File: config.mk
export PLATFORM = sky130hd
export DESIGN_NAME = io_input_reader
export DESIGN_NICKNAME = d
export VERILOG_FILES = /design/src/rtl/io_reader_pkg.sv /design/src/rtl/io_input_reader_debounce.sv /design/src/rtl/io_input_reader.sv
export SDC_FILE = /design/constraint.sdc
export NUM_CORES = 1
export LEC_CHECK = 0
export CORE_ASPECT_RATIO = 0.5
export CORE_MARGIN = 2
export CORE_UTILIZATION = 53
export CTS_CLUSTER_SIZE = 40
export DETAILED_ROUTE_END_ITERATION = 7
export PLACE_DENSITY = 0.79
export SLEW_MARGIN = 20
export SYNTH_ARGS = -nofsm -noshare
export SYNTH_HDL_FRONTEND = slang
export SYNTH_SLANG_ARGS = --single-unit
export TNS_END_PERCENT = 10
File: constraint.sdc
create_clock -name clk -period 2 [get_ports clk]
set_clock_uncertainty 0.05 [all_clocks]
set_input_delay 0.4 -clock clk [delete_from_list [all_inputs] [get_ports clk]]
set_output_delay 0.4 -clock clk [all_outputs]
set_load 0.01 [all_outputs]
File: src/rtl/io_reader_pkg.sv
// Shared types and default widths for the board input reader.
// Event record layout: {kind, key mask, switch snapshot}.
package io_reader_pkg;

    localparam int SW_W_DEFAULT  = 18;
    localparam int KEY_W_DEFAULT = 4;

    typedef enum logic {
        EV_PRESS   = 1'b0,
        EV_RELEASE = 1'b1
    } ev_kind_e;

    typedef struct packed {
        ev_kind_e                   kind;
        logic [KEY_W_DEFAULT-1:0]   keys;
        logic [SW_W_DEFAULT-1:0]    sw;
    } io_event_t;

endpackage

File: src/rtl/io_input_reader_debounce.sv
// in_debounce: 2-flop synchroniser, run-length counter and stable register for one
// signal group; upd is a combinational strobe asserted on the edge that updates stable.
module in_debounce #(
    parameter int             W               = 1,
    parameter int             DEBOUNCE_CYCLES = 4,
    parameter logic [W-1:0]   RST_VAL         = {W{1'b0}}
) (
    input  logic          clk,
    input  logic          rst_n,
    input  logic [W-1:0]  din,
    output logic [W-1:0]  stable,
    output logic          upd
);

    localparam int CNT_W = $clog2(DEBOUNCE_CYCLES + 1);

    logic [W-1:0]     meta_r;
    logic [W-1:0]     sync_r;
    logic [W-1:0]     prev_r;
    logic [W-1:0]     stable_r;
    logic [CNT_W-1:0] cnt_r;
    logic [CNT_W-1:0] cnt_inc_s;
    logic             diff_s;
    logic             changed_s;
    logic             upd_s;

    // Next count value and acceptance strobe; a fresh change restarts the run at 1.
    always_comb begin
        diff_s    = (sync_r != stable_r);
        changed_s = (sync_r != prev_r);
        if (changed_s) begin
            cnt_inc_s = CNT_W'(1);
        end else begin
            cnt_inc_s = cnt_r + CNT_W'(1);
        end
        upd_s = diff_s && (cnt_inc_s == CNT_W'(DEBOUNCE_CYCLES));
    end

    // Synchroniser, previous-sample tracker, counter and stable register.
    always_ff @(posedge clk) begin
        if (!rst_n) begin
            meta_r   <= RST_VAL;
            sync_r   <= RST_VAL;
            prev_r   <= RST_VAL;
            stable_r <= RST_VAL;
            cnt_r    <= {CNT_W{1'b0}};
        end else begin
            meta_r <= din;
            sync_r <= meta_r;
            prev_r <= sync_r;
            if (!diff_s) begin
                cnt_r <= {CNT_W{1'b0}};
            end else if (upd_s) begin
                cnt_r    <= {CNT_W{1'b0}};
                stable_r <= sync_r;
            end else begin
                cnt_r <= cnt_inc_s;
            end
        end
    end

    assign stable = stable_r;
    assign upd    = upd_s;

endmodule

File: src/rtl/io_input_reader.sv
// io_input_reader: debounced KEY/SW receiver with a 1-deep hold-oldest event register.
// Define IO_READER_RELEASE_EN to also report key releases as kind-1 events.
module io_input_reader
    import io_reader_pkg::*;
#(
    parameter int SW_W            = SW_W_DEFAULT,
    parameter int KEY_W           = KEY_W_DEFAULT,
    parameter int DEBOUNCE_CYCLES = 4
) (
    input  logic                     clk,
    input  logic                     rst_n,
    input  logic [KEY_W-1:0]         KEY,
    input  logic [SW_W-1:0]          SW,
    output logic [SW_W-1:0]          sw_value,
    output logic [KEY_W-1:0]         key_level,
    output logic [KEY_W-1:0]         key_press,
    output logic                     ev_valid,
    input  logic                     ev_ready,
    output logic [KEY_W+SW_W:0]      ev_data,
    output logic                     overflow,
    input  logic                     ovf_clr
);

    localparam int EV_W = 1 + KEY_W + SW_W;

    logic [KEY_W-1:0] key_stable_s;
    logic [KEY_W-1:0] key_upd_s;
    logic [SW_W-1:0]  sw_stable_s;
    logic             sw_upd_s;
    logic [KEY_W-1:0] key_press_r;
    logic             sw_upd_r;
    logic             ev_valid_r;
    logic [EV_W-1:0]  ev_data_r;
    logic             overflow_r;
    logic             hs_s;
    logic             press_ev_s;
    logic             rel_ev_s;
    logic [KEY_W-1:0] rel_mask_s;
    ev_kind_e         kind_s;
    logic [KEY_W-1:0] mask_s;
    logic             load_s;
    logic             drop_s;

    for (genvar i = 0; i < KEY_W; i++) begin : g_key
        in_debounce #(
            .W(1), .DEBOUNCE_CYCLES(DEBOUNCE_CYCLES), .RST_VAL(1'b1)
        ) u_key_db (
            .clk(clk), .rst_n(rst_n), .din(KEY[i]),
            .stable(key_stable_s[i]), .upd(key_upd_s[i])
        );
    end

    in_debounce #(
        .W(SW_W), .DEBOUNCE_CYCLES(DEBOUNCE_CYCLES), .RST_VAL({SW_W{1'b0}})
    ) u_sw_db (
        .clk(clk), .rst_n(rst_n), .din(SW),
        .stable(sw_stable_s), .upd(sw_upd_s)
    );

    // Edge pulses line up with the stable-register update; a press is stable 1 about to become 0.
    always_ff @(posedge clk) begin
        if (!rst_n) begin
            key_press_r <= {KEY_W{1'b0}};
            sw_upd_r    <= 1'b0;
        end else begin
            key_press_r <= key_upd_s & key_stable_s;
            sw_upd_r    <= sw_upd_s;
        end
    end

`ifdef IO_READER_RELEASE_EN
    logic [KEY_W-1:0] key_rel_r;

    // Release pulses: stable 0 about to become 1.
    always_ff @(posedge clk) begin
        if (!rst_n) begin
            key_rel_r <= {KEY_W{1'b0}};
        end else begin
            key_rel_r <= key_upd_s & ~key_stable_s;
        end
    end

    assign rel_mask_s = key_rel_r;
    assign rel_ev_s   = |key_rel_r;
`else
    assign rel_mask_s = {KEY_W{1'b0}};
    assign rel_ev_s   = 1'b0;
`endif

    // Event selection: press/switch events beat a simultaneous release, which is then dropped.
    always_comb begin
        hs_s       = ev_valid_r && ev_ready;
        press_ev_s = (|key_press_r) || sw_upd_r;
        if (!press_ev_s && rel_ev_s) begin
            kind_s = EV_RELEASE;
            mask_s = rel_mask_s;
        end else begin
            kind_s = EV_PRESS;
            mask_s = key_press_r;
        end
        load_s = (press_ev_s || rel_ev_s) && (!ev_valid_r || hs_s);
        drop_s = ((press_ev_s || rel_ev_s) && ev_valid_r && !hs_s)
                 || (press_ev_s && rel_ev_s);
    end

    // Hold-oldest event register and sticky overflow flag.
    always_ff @(posedge clk) begin
        if (!rst_n) begin
            ev_valid_r <= 1'b0;
            ev_data_r  <= {EV_W{1'b0}};
            overflow_r <= 1'b0;
        end else begin
            if (load_s) begin
                ev_valid_r <= 1'b1;
                ev_data_r  <= {kind_s, mask_s, sw_stable_s};
            end else if (hs_s) begin
                ev_valid_r <= 1'b0;
            end else begin
                ev_valid_r <= ev_valid_r;
            end
            if (drop_s) begin
                overflow_r <= 1'b1;
            end else if (ovf_clr) begin
                overflow_r <= 1'b0;
            end else begin
                overflow_r <= overflow_r;
            end
        end
    end

    assign sw_value  = sw_stable_s;
    assign key_level = key_stable_s;
    assign key_press = key_press_r;
    assign ev_valid  = ev_valid_r;
    assign ev_data   = ev_data_r;
    assign overflow  = overflow_r;

endmodule
==> implementation parameters <==
Parameter                              Value

Hold path
  Endpoint, Worst Hold    g_key[1].u_key_db.stable
  Worst hold stages    3
  Source of the worst hold timing path    rst_n
  Worst hold path type    input port to flop

Worst setup path
  Slowest Stage Delay on Critical Path    0.38 ns
  Reg2Reg Launch Point    u_sw_db.sync_r[5]
  Worst Path Class, Setup    flop to flop
  Biggest fanout along the worst timing path    5
  Endpoint kind of the worst setup timing path    flop
  Endpoint of the worst register-to-register path    u_sw_db.stable[17]
  Chain of cells forming the critical path    xor2_2 > nor4_2 > buf_4 > nand3_4 > a211oi_4 > buf_6 > buf_12 > mux2i_2
  Crit start category    flop
  CP max stage cell    nor4_2
  Data required, critical path    ~2.3 ns
  Buffers and inverters on the worst path    3
  Critical path data arrival time    between 2 and 2.5 ns
  Register-to-register path setup slack    -0.10 ns
  Number of cells on the worst reg-to-reg path    8
  Largest delay share family, worst path    buffers and inverters

Logic synthesis
  Share of synthesized flip-flops with an asynchronous set or reset    0
  Net count after synthesis    ~500
  Yosys Warn Count    0
  Number of flops mapped to enable cells by yosys    0
  Most frequently used flop master after synthesis    dfxtp_1
  Instance count of the mapped netlist    468
  Portion of the post-synthesis area used by sequential elements    0.549
  Number of library cell types mapped by synthesis    35
  Mean instance size in the synthesized netlist    slightly above 10 um2
  Cell Area, Synth    4810 um2
  Count of state elements after synthesis    roughly 130

Job
  Max_cap viols    0

Route
  Sum of routed wire length over all layers    10300 um
  Detailed-route vias per instance    between 4 and 5
  Number of DRC markers after the initial detailed-route iteration    ~200
  Routed met3 length    just over 600 um
  Drt pass-1 iters    6
  DRC violations left    0
  Total vias in the final route    between 3000 and 4000
  Final routed wire length divided by cell count    roughly 15 um
  Antenna-violating nets left    0
  Detailed-route wire length on metal 1    about 4500 um
  Met2 wirelength from detailed routing    slightly below 5000 um
  Highest metal used    met4

GRT
  First-pass GRT wire length    roughly 15000 um
  All-Layer GR Usage    0.202
  Pin count of the biggest net entering global routing    95
  Vias in the first global route    approximately 3200
  Number of antenna violations at the first check in global routing    0
  Total congestion overflow    0

Final layout
  Layout Utilization    0.731
  Layout Nets    slightly below 600
  Number of inserted diodes    0
  Syn-to-layout area delta    33.2%
  Share of post-route cells with drive strength above 1    0.102
  Final instance count without filler cells    slightly below 700

Clock tree
  Maximum clock insertion buffer count    2
  Htree depth    4
  Clock latency on the worst-skew pair    approximately 0.4 ns
  TritonCTS buffer count    17
  Root Buffer    clkbuf_16
  Clock tree from TritonCTS    done
  Clock Pin Slew Worst Setup and Hold Paths    0.05 ns
  Clock sink count    roughly 130

Power
  Peak VDD IR    around 640 uV
  Pleak    ~0.0028 uW
  Power per unit of standard cell area    927 nW/um2

Floorplanning
  Starting density of the core    0.549
  Area enclosed by the die boundary    ~9900 um2
  Floorplan row count    24
  Die height    roughly 70 um
  Die Span X    approximately 140 um
  Floorplan Core Area    just under 9000 um2
  IO Pins    77

Timing
  Crit path time final    2.10 ns
  Maximum clock frequency    approximately 0.48 GHz
  Slew of the pin with the lowest slew margin    between 0.6 and 0.7 ns
  Setup repair after global routing missed its margin    true
  Finish-stage setup viols    18
  Final Hold Violating Endpoints    0
  Count of pins over their slew limit    0
  Final WS setup    -0.100 ns
  Worst rel slew slack    0.578
  Fin crit share    1.05

Run status
  Run status    finished with violations
  Failing checks    setup timing

Placement
  Pre-CTS WS    -0.0356 ns
  Quantity of I/O buffers inserted on ports    75
  Final HPWL from detailed placement    between 6000 and 7000 um
  Cell count after placement    around 650
  GPL Wtd Cong    0.781
## worst max path at each step
stage	end	start	depth (start not counted)	slack (ns)
after floorplan	u_sw_db.stable[10]	u_sw_db.cnt_r[0]	8	0.21
after global placement	u_sw_db.stable[5]	u_sw_db.sync_r[0]	7	0.13
after detailed placement	u_sw_db.stable[6]	u_sw_db.sync_r[0]	7	-0.04
after CTS	u_sw_db.stable[13]	u_sw_db.sync_r[9]	6	0.02
after global routing	u_sw_db.stable[6]	u_sw_db.sync_r[5]	8	-0.13
final	u_sw_db.stable[17]	u_sw_db.sync_r[5]	8	-0.10
## cell type report
class | count | area (um2)
flip-flops and latches | 132 | 2650
fillers | 609 | 2360
multi-input cells | 290 | 2010
repair buffers | 93 | 963
clock buffers | 25 | 485
well taps | 117 | 146
inverters | 22 | 82.6
clock inverters | 5 | 75.1
## cell families (layout without fill, tap and decap cells)
kind of cell / Yosys count / count (layout) / share of synthesized area
adder cells (fa/ha/maj): 5 / 5 / 0.0130
multiplexers: 41 / 41 / 0.0853
buffers and inverters: 46 / 145 / 0.0463
XOR/XNOR: 45 / 45 / 0.0819
flip-flops: 132 / 132 / 0.549
other: 1 / 1 / 0.000779
AO/OA/AOI/OAI: 21 / 21 / 0.0291
AND/OR/NAND/NOR: 177 / 177 / 0.194
## tightest hold or removal path, stage by stage
cell and delay, ns:
buf_2 0.12, buf_4 0.18, nand2_1 0.06
## routing by layer
layer	vias up	global-route usage
li1	1692	-
met1	1597	0.262
met2	90	0.326
met3	15	0.0488
met4	0	0.0999
met5	-	0
## placed cells by master (no fill, tap or decap), types with 3 or more instances in the layout
master	count
nand2b_1	19
and4b_1	4
nand4_1	4
buf_4	10
clkdlybuf4s50_1	73
xor2_1	23
xnor2_1	21
dfxtp_1	130
nor4_2	3
clkbuf_16	19
ha_1	5
mux2i_2	3
o22ai_1	6
nor3_1	5
clkbuf_8	3
clkinv_2	3
mux2i_1	38
inv_1	21
nor2_1	26
buf_12	3
nand2_1	58
a21oi_1	8
clkbuf_1	5
nor2b_1	3
and3_1	4
nor4b_1	4
and2_1	39
buf_6	3
## what timing repair did
item | in CTS | in global routing
cloned | 0 | 3
pin swaps | 0 | 3
endpoints found under the setup margin | 19 | 18
buffers inserted | 0 | 3
hold buffers | 0 | 0
gates resized for setup | 4 | 12
## registers in the layout, summed over array words and instances (netlist names), 12 cells and up
| signal | count |
|---|---|
| u_sw_db.stable | 18 |
| u_sw_db.meta_r | 18 |
| u_sw_db.sync_r | 18 |
| ev_data | 22 |
| g_key.u_key_db.cnt_r | 12 |
| u_sw_db.prev_r | 18 |
## synthesized netlist by cell type (3+ instances only)
| master | count | area share |
|---|---|---|
| nand2_1 | 58 | 0.045 |
| nor2_1 | 26 | 0.020 |
| a21oi_1 | 8 | 0.0083 |
| and2_1 | 39 | 0.051 |
| nand2b_1 | 19 | 0.025 |
| ha_1 | 5 | 0.013 |
| nand3_1 | 3 | 0.0031 |
| dfxtp_1 | 132 | 0.55 |
| o22ai_1 | 6 | 0.0078 |
| nor4_1 | 3 | 0.0039 |
| buf_4 | 7 | 0.011 |
| clkbuf_1 | 15 | 0.012 |
| nor2b_1 | 3 | 0.0039 |
| mux2i_1 | 41 | 0.085 |
| inv_1 | 21 | 0.016 |
| and4b_1 | 4 | 0.0083 |
| nand4_1 | 4 | 0.0052 |
| xnor2_1 | 21 | 0.038 |
| and3_1 | 4 | 0.0052 |
| nor3_1 | 5 | 0.0052 |
| xor2_1 | 24 | 0.044 |
| nor4b_1 | 4 | 0.0073 |
## through the flow
stage	hold slack (ns)	power [uW]	TNS, ns	cell area (um2)
after floorplan	0.336	2920	0	4810
after global placement	0.339	3020	0	5700
after detailed placement	0.347	3030	-0.0519	5700
after CTS	0.325	5950	0	6270
after global routing	0.354	6120	-1.69	6410
final	0.337	5940	-1.22	6410
## report_power, final
part           switching, uW  total (uW)  internal (uW)
Clock                   1030        2940           1910
Combinational            129         265            136
Sequential              40.2        2730           2690
No activity file was read; power rests on OpenSTA's default activity.
==> variant 1: new RTL, same settings <==
Set the parameter `RST_VAL` to 1'b0 (it was 1'b1).
--- a/src/rtl/io_input_reader.sv
+++ b/src/rtl/io_input_reader.sv
@@ -43,7 +43,7 @@
 
     for (genvar i = 0; i < KEY_W; i++) begin : g_key
         in_debounce #(
-            .W(1), .DEBOUNCE_CYCLES(DEBOUNCE_CYCLES), .RST_VAL(1'b1)
+            .W(1), .DEBOUNCE_CYCLES(DEBOUNCE_CYCLES), .RST_VAL(1'b0)
         ) u_key_db (
             .clk(clk), .rst_n(rst_n), .din(KEY[i]),
             .stable(key_stable_s[i]), .upd(key_upd_s[i])
Formal check against the unedited RTL: not equivalent (Yosys sat finds a counterexample within 4 cycles, from zero or initial values and one cycle with rst_n low).
==> variant 1 against the unedited design <==
Combinational power decreased by 11%. Cell area decreased by 1.3%. Hold slack improved by 0.045 ns. Wire length decreased by 6.4%. Total power increased by 0.45%. Worst setup slack improved by 0.12 ns. Sequential cell count unchanged. Via count decreased by 1.6%. Area after synthesis decreased by 0.29%. Global-route usage increased by 0.087 points. Count of clock-buffer cells in the layout decreased by 3. Critical path depth decreased by 6. Clock power increased by 2%. Synthesized cell count unchanged. Highest routed layer unchanged.
==> variant 1: results (changes against the unedited design) <==
status=finished clean (was finished, violations left); post-CTS sizing=1 (was 4); worst hold path type=reg -> reg (was in -> reg); logic gate share of total power=4.0% (was 4.5%); Synth area leaders=dfxtp_1, mux2i_1, and2_1 (unchanged); largest net degree at the start of global routing=99 (was 95); Critical Path AT=1.53 ns (was 2.37 ns); worst flop-to-flop path startpoint=u_sw_db.sync_r[7] (was u_sw_db.sync_r[5]); Max-slew headroom=68.29% (was 57.80%); GPL Wtd Cong=0.7851 (was 0.7805); minimum clock period=1.977 ns (was 2.100 ns); sequential share of the synthesized area=55.09% (was 54.93%); Worst R2R Path Depth=7 (was 8); final net count=585 (was 587); crit path from=key_press[3] (was u_sw_db.sync_r[5]); Total GRT Usage=20.33% (was 20.24%); static leakage=2.841 nW (was 2.823 nW); Max rail drop VDD=0.0007158 V (was 0.0006364 V); worst setup path end=key_press[3] (was u_sw_db.stable[17]); share of cells above drive strength 1=9.171% (was 10.23%); synth unique cells=34 (was 35); FF-to-FF setup slack=0.06 ns (was -0.10 ns); Placed Area=5684 um2 (was 5698 um2); Routed Wire Length=9606 um (was 10260 um); worst-path maximum fanout=2 (was 5); CP max-delay cell=clkdlybuf4s50_1 (was nor4_2); final hold slack=0.3815 ns (was 0.3368 ns)
[variant 1: layout make-up]
class	instances	area [um2]
sequential	132	2644
fill	648	2414
multi-input combinational	287	1933
timing repair buffer	91	928.4
clock buffer	22	474.2
tap	117	146.4
clock inverter	10	105.1
inverter	25	93.84
[variant 1: per-layer routing]
metal  track usage, %  routed length [um]  vias to the layer above
met5                0                   0                        -
met4            8.844                 170                        0
met3            7.086                 630                       18
met2            30.14                4205                       76
met1            27.37                4600                     1554
li1                 -                   -                     1692
[variant 1: cells by family (layout without fill, tap and decap cells)]
kind of cell / count (synthesis) / in the layout / synth area share, %
muxes: 40 / 40 / 8.346
buffers and inverters: 49 / 148 / 4.877
AOI/OAI and AO/OA: 27 / 27 / 3.730
and+or+nand+nor: 173 / 173 / 19.09
DFF: 132 / 132 / 55.09
other: 1 / 1 / 0.07817
adders and majority gates: 5 / 5 / 1.304
xor gates and xnor gates: 41 / 41 / 7.486
[variant 1: worst min-delay path by stage]
stage                                   startpoint                        to  cells after the start
final                     g_key[1].u_key_db.meta_r  g_key[1].u_key_db.sync_r                      1
after global routing                         rst_n          u_sw_db.cnt_r[0]                      3
after CTS                                    rst_n          u_sw_db.cnt_r[0]                      3
after detailed placement  g_key[2].u_key_db.meta_r  g_key[2].u_key_db.sync_r                      1
after global placement    g_key[1].u_key_db.meta_r  g_key[1].u_key_db.sync_r                      1
after floorplan           g_key[0].u_key_db.meta_r  g_key[0].u_key_db.sync_r                      1
[variant 1: worst reg2reg max path: stages (launching register included)]
cell and delay, ns:
dfxtp_1 0.35, xor2_1 0.18, nor4_1 0.33, nand3_1 0.22, a211oi_4 0.26, buf_6 0.16
clkbuf_16 0.15, mux2i_1 0.17
==> variant 2: new RTL, same settings <==
Made on the original files. Register the output `key_level`; this adds one clock of latency there. The other outputs are not delayed to match.
--- a/src/rtl/io_input_reader.sv
+++ b/src/rtl/io_input_reader.sv
@@ -129,7 +129,9 @@
     end
 
     assign sw_value  = sw_stable_s;
-    assign key_level = key_stable_s;
+    always_ff @(posedge clk) begin
+        key_level <= key_stable_s;
+    end
     assign key_press = key_press_r;
     assign ev_valid  = ev_valid_r;
     assign ev_data   = ev_data_r;
Formal check against the unedited RTL: not equivalent (a bounded check fails within 4 cycles, from zero or initial values and one cycle with rst_n low).
==> variant 2 against the unedited design <==
Sequential share of layout area increased by 0.73 points. Hold slack better by 0.017 ns. Sequential cell count up 4. Total power grew 2.3%. Worst setup slack gained 0.13 ns. Cell area up 1.3%. Count of clock-buffer cells in the layout fell by 5. Wire length shrank 7.3%. Critical path type unchanged. Critical endpoint is now u_sw_db.stable[0]. Area after synthesis grew 1.8%.
==> variant 2: results (changes against the unedited design) <==
status=finished clean (was finished, violations left); TritonRoute pass-1 iters=4 (was 6); worst flop-to-flop path startpoint=u_sw_db.prev_r[9] (was u_sw_db.sync_r[5]); Synth Area in XOR/XNOR=7.335% (was 8.192%); M3 GR Usage=5.017% (was 4.880%); synth unique cells=41 (was 35); wl on met1=4471 um (was 4539 um); dpl ws=-0.1360 ns (was -0.03563 ns); clock slew at reported path FFs=0.06 ns; footprint of the multi-input gates=2051 um2 (was 2008 um2); largest net degree at the start of global routing=37 (was 95); Post-synth ARST share=0% (unchanged); CTS buffer count=17 (unchanged); Met3 Routed Length=332 um (was 620 um); Initial DRC Count=88 (was 199); vias per inst=4.932 (was 4.962); Routed wire per std cell=13.67 um (was 15.00 um); FF-to-FF End=u_sw_db.stable[0] (was u_sw_db.stable[17]); period utilization=98.65% (was 105.0%); Critical Path AT=2.25 ns (was 2.37 ns); Max rail drop VDD=0.0006443 V (was 0.0006364 V); routed wire length on met2=4597 um (was 4884 um); Worst R2R Path Depth=6 (was 8); sequential share of the synthesized area=55.61% (was 54.93%); met2 Track Usage GR=33.55% (was 32.62%); final net count=597 (was 587); worst-path maximum fanout=4 (was 5); Synth Net Count=504 (was 499); static leakage=2.822 nW (was 2.823 nW); Fillers=636 (was 609); H-tree lvl count=4 (unchanged); Placed Area=5834 um2 (was 5698 um2); hold path start=g_key[2].u_key_db.meta_r (was rst_n); CTS root buf=clkbuf_16 (unchanged); final hold slack=0.3536 ns (was 0.3368 ns); post-synthesis compound-gate area fraction=3.297% (was 2.913%); DP Wirelength=6398 um (was 6181 um); highest routed layer=met4 (unchanged); clk buf depth=2 (unchanged); max FFs per register=22 (unchanged); met1 GRT Util=24.45% (was 26.15%); share of cells above drive strength 1=11.40% (was 10.23%); GPL Wtd Cong=0.7539 (was 0.7805); worst hold path type=reg -> reg (was in -> reg); placed cell count=663 (was 648); Synth area leaders=dfxtp_1, mux2i_1, and2_1 (unchanged); Post-Synth Adder-Cell Area=1.278% (was 1.300%); non-filler instance count after layout=696 (was 684); Setup Crit Path Kind=reg -> reg (unchanged); antenna violations before repair=0 (unchanged); Total GRT Usage=19.81% (was 20.24%); syn_area_per_cell=10.35 um2 (was 10.28 um2); synth cell count leaders=dfxtp_1, nand2_1, and2_1, mux2i_1, nor2_1 (was dfxtp_1, nand2_1, mux2i_1); first-pass GRT wire length=15530 um (was 15460 um); Max-slew headroom=54.36% (was 57.80%); synth warn=0 (unchanged); vias in the first global route=3295 (was 3179); post-synthesis mux area share=8.178% (was 8.531%); FF-to-FF setup slack=0.03 ns (was -0.10 ns)
## variant 2: cell types whose count changed in the layout (fill, tap and decap cells not counted), moves of 3 or more
cell      unedited run  this run
nand2_1             58        66
xor2_1              23        19
nor2_1              26        23
buf_4               10        16
mux2i_2              3         0
clkbuf_1             5         1
a21oi_1              8         4
clkinv_4             0         3
## variant 2: repair_timing
item / in CTS / in global routing
pin swaps: 2 / 6
resized for setup: 3 / 13
endpoints found under the hold margin: 0 / 0
cloned: 0 / 0
buffers inserted: 0 / 1
setup endpoints to repair: 10 / 19
hold buffers: 0 / 0
## variant 2: critical path, cell delays in order (launching register included)
cell and delay [ns]:
dfxtp_2 0.34, xor2_4 0.19, nor4_4 0.34, nand4_1 0.19
a211oi_4 0.37, buf_4 0.22, mux2i_1 0.20
## variant 2: report_power, final
group          internal [mW]  switching, mW
Clock                   1.89           1.12
Sequential              2.77         0.0387
Combinational          0.135          0.124
## variant 2: worst min path at each step
stage | endpoint | cells past startpoint
CTS | g_key[2].u_key_db.sync_r | 1
finish | g_key[2].u_key_db.sync_r | 1
detailed placement | g_key[2].u_key_db.sync_r | 1
global route | g_key[0].u_key_db.sync_r | 1
global placement | g_key[0].u_key_db.sync_r | 1
floorplan | key_level[0] | 0
## variant 2: kinds of logic after synthesis
group,count (synthesis)
simple gates,188
flops,136
buf+inv,42
xor+xnor,41
mux,40
compound gates,20
fa+ha+maj,5
other cells,1
## variant 2: cell type report
class                           count  share of cell area (%)
Clock buffer                       20                   7.033
Sequential cell                   136                   42.04
Inverter                           23                   1.329
Timing Repair Buffer               93                   13.82
Clock inverter                     12                   1.946
Tap cell                          117                   2.254
Multi-Input combinational cell    295                   31.58
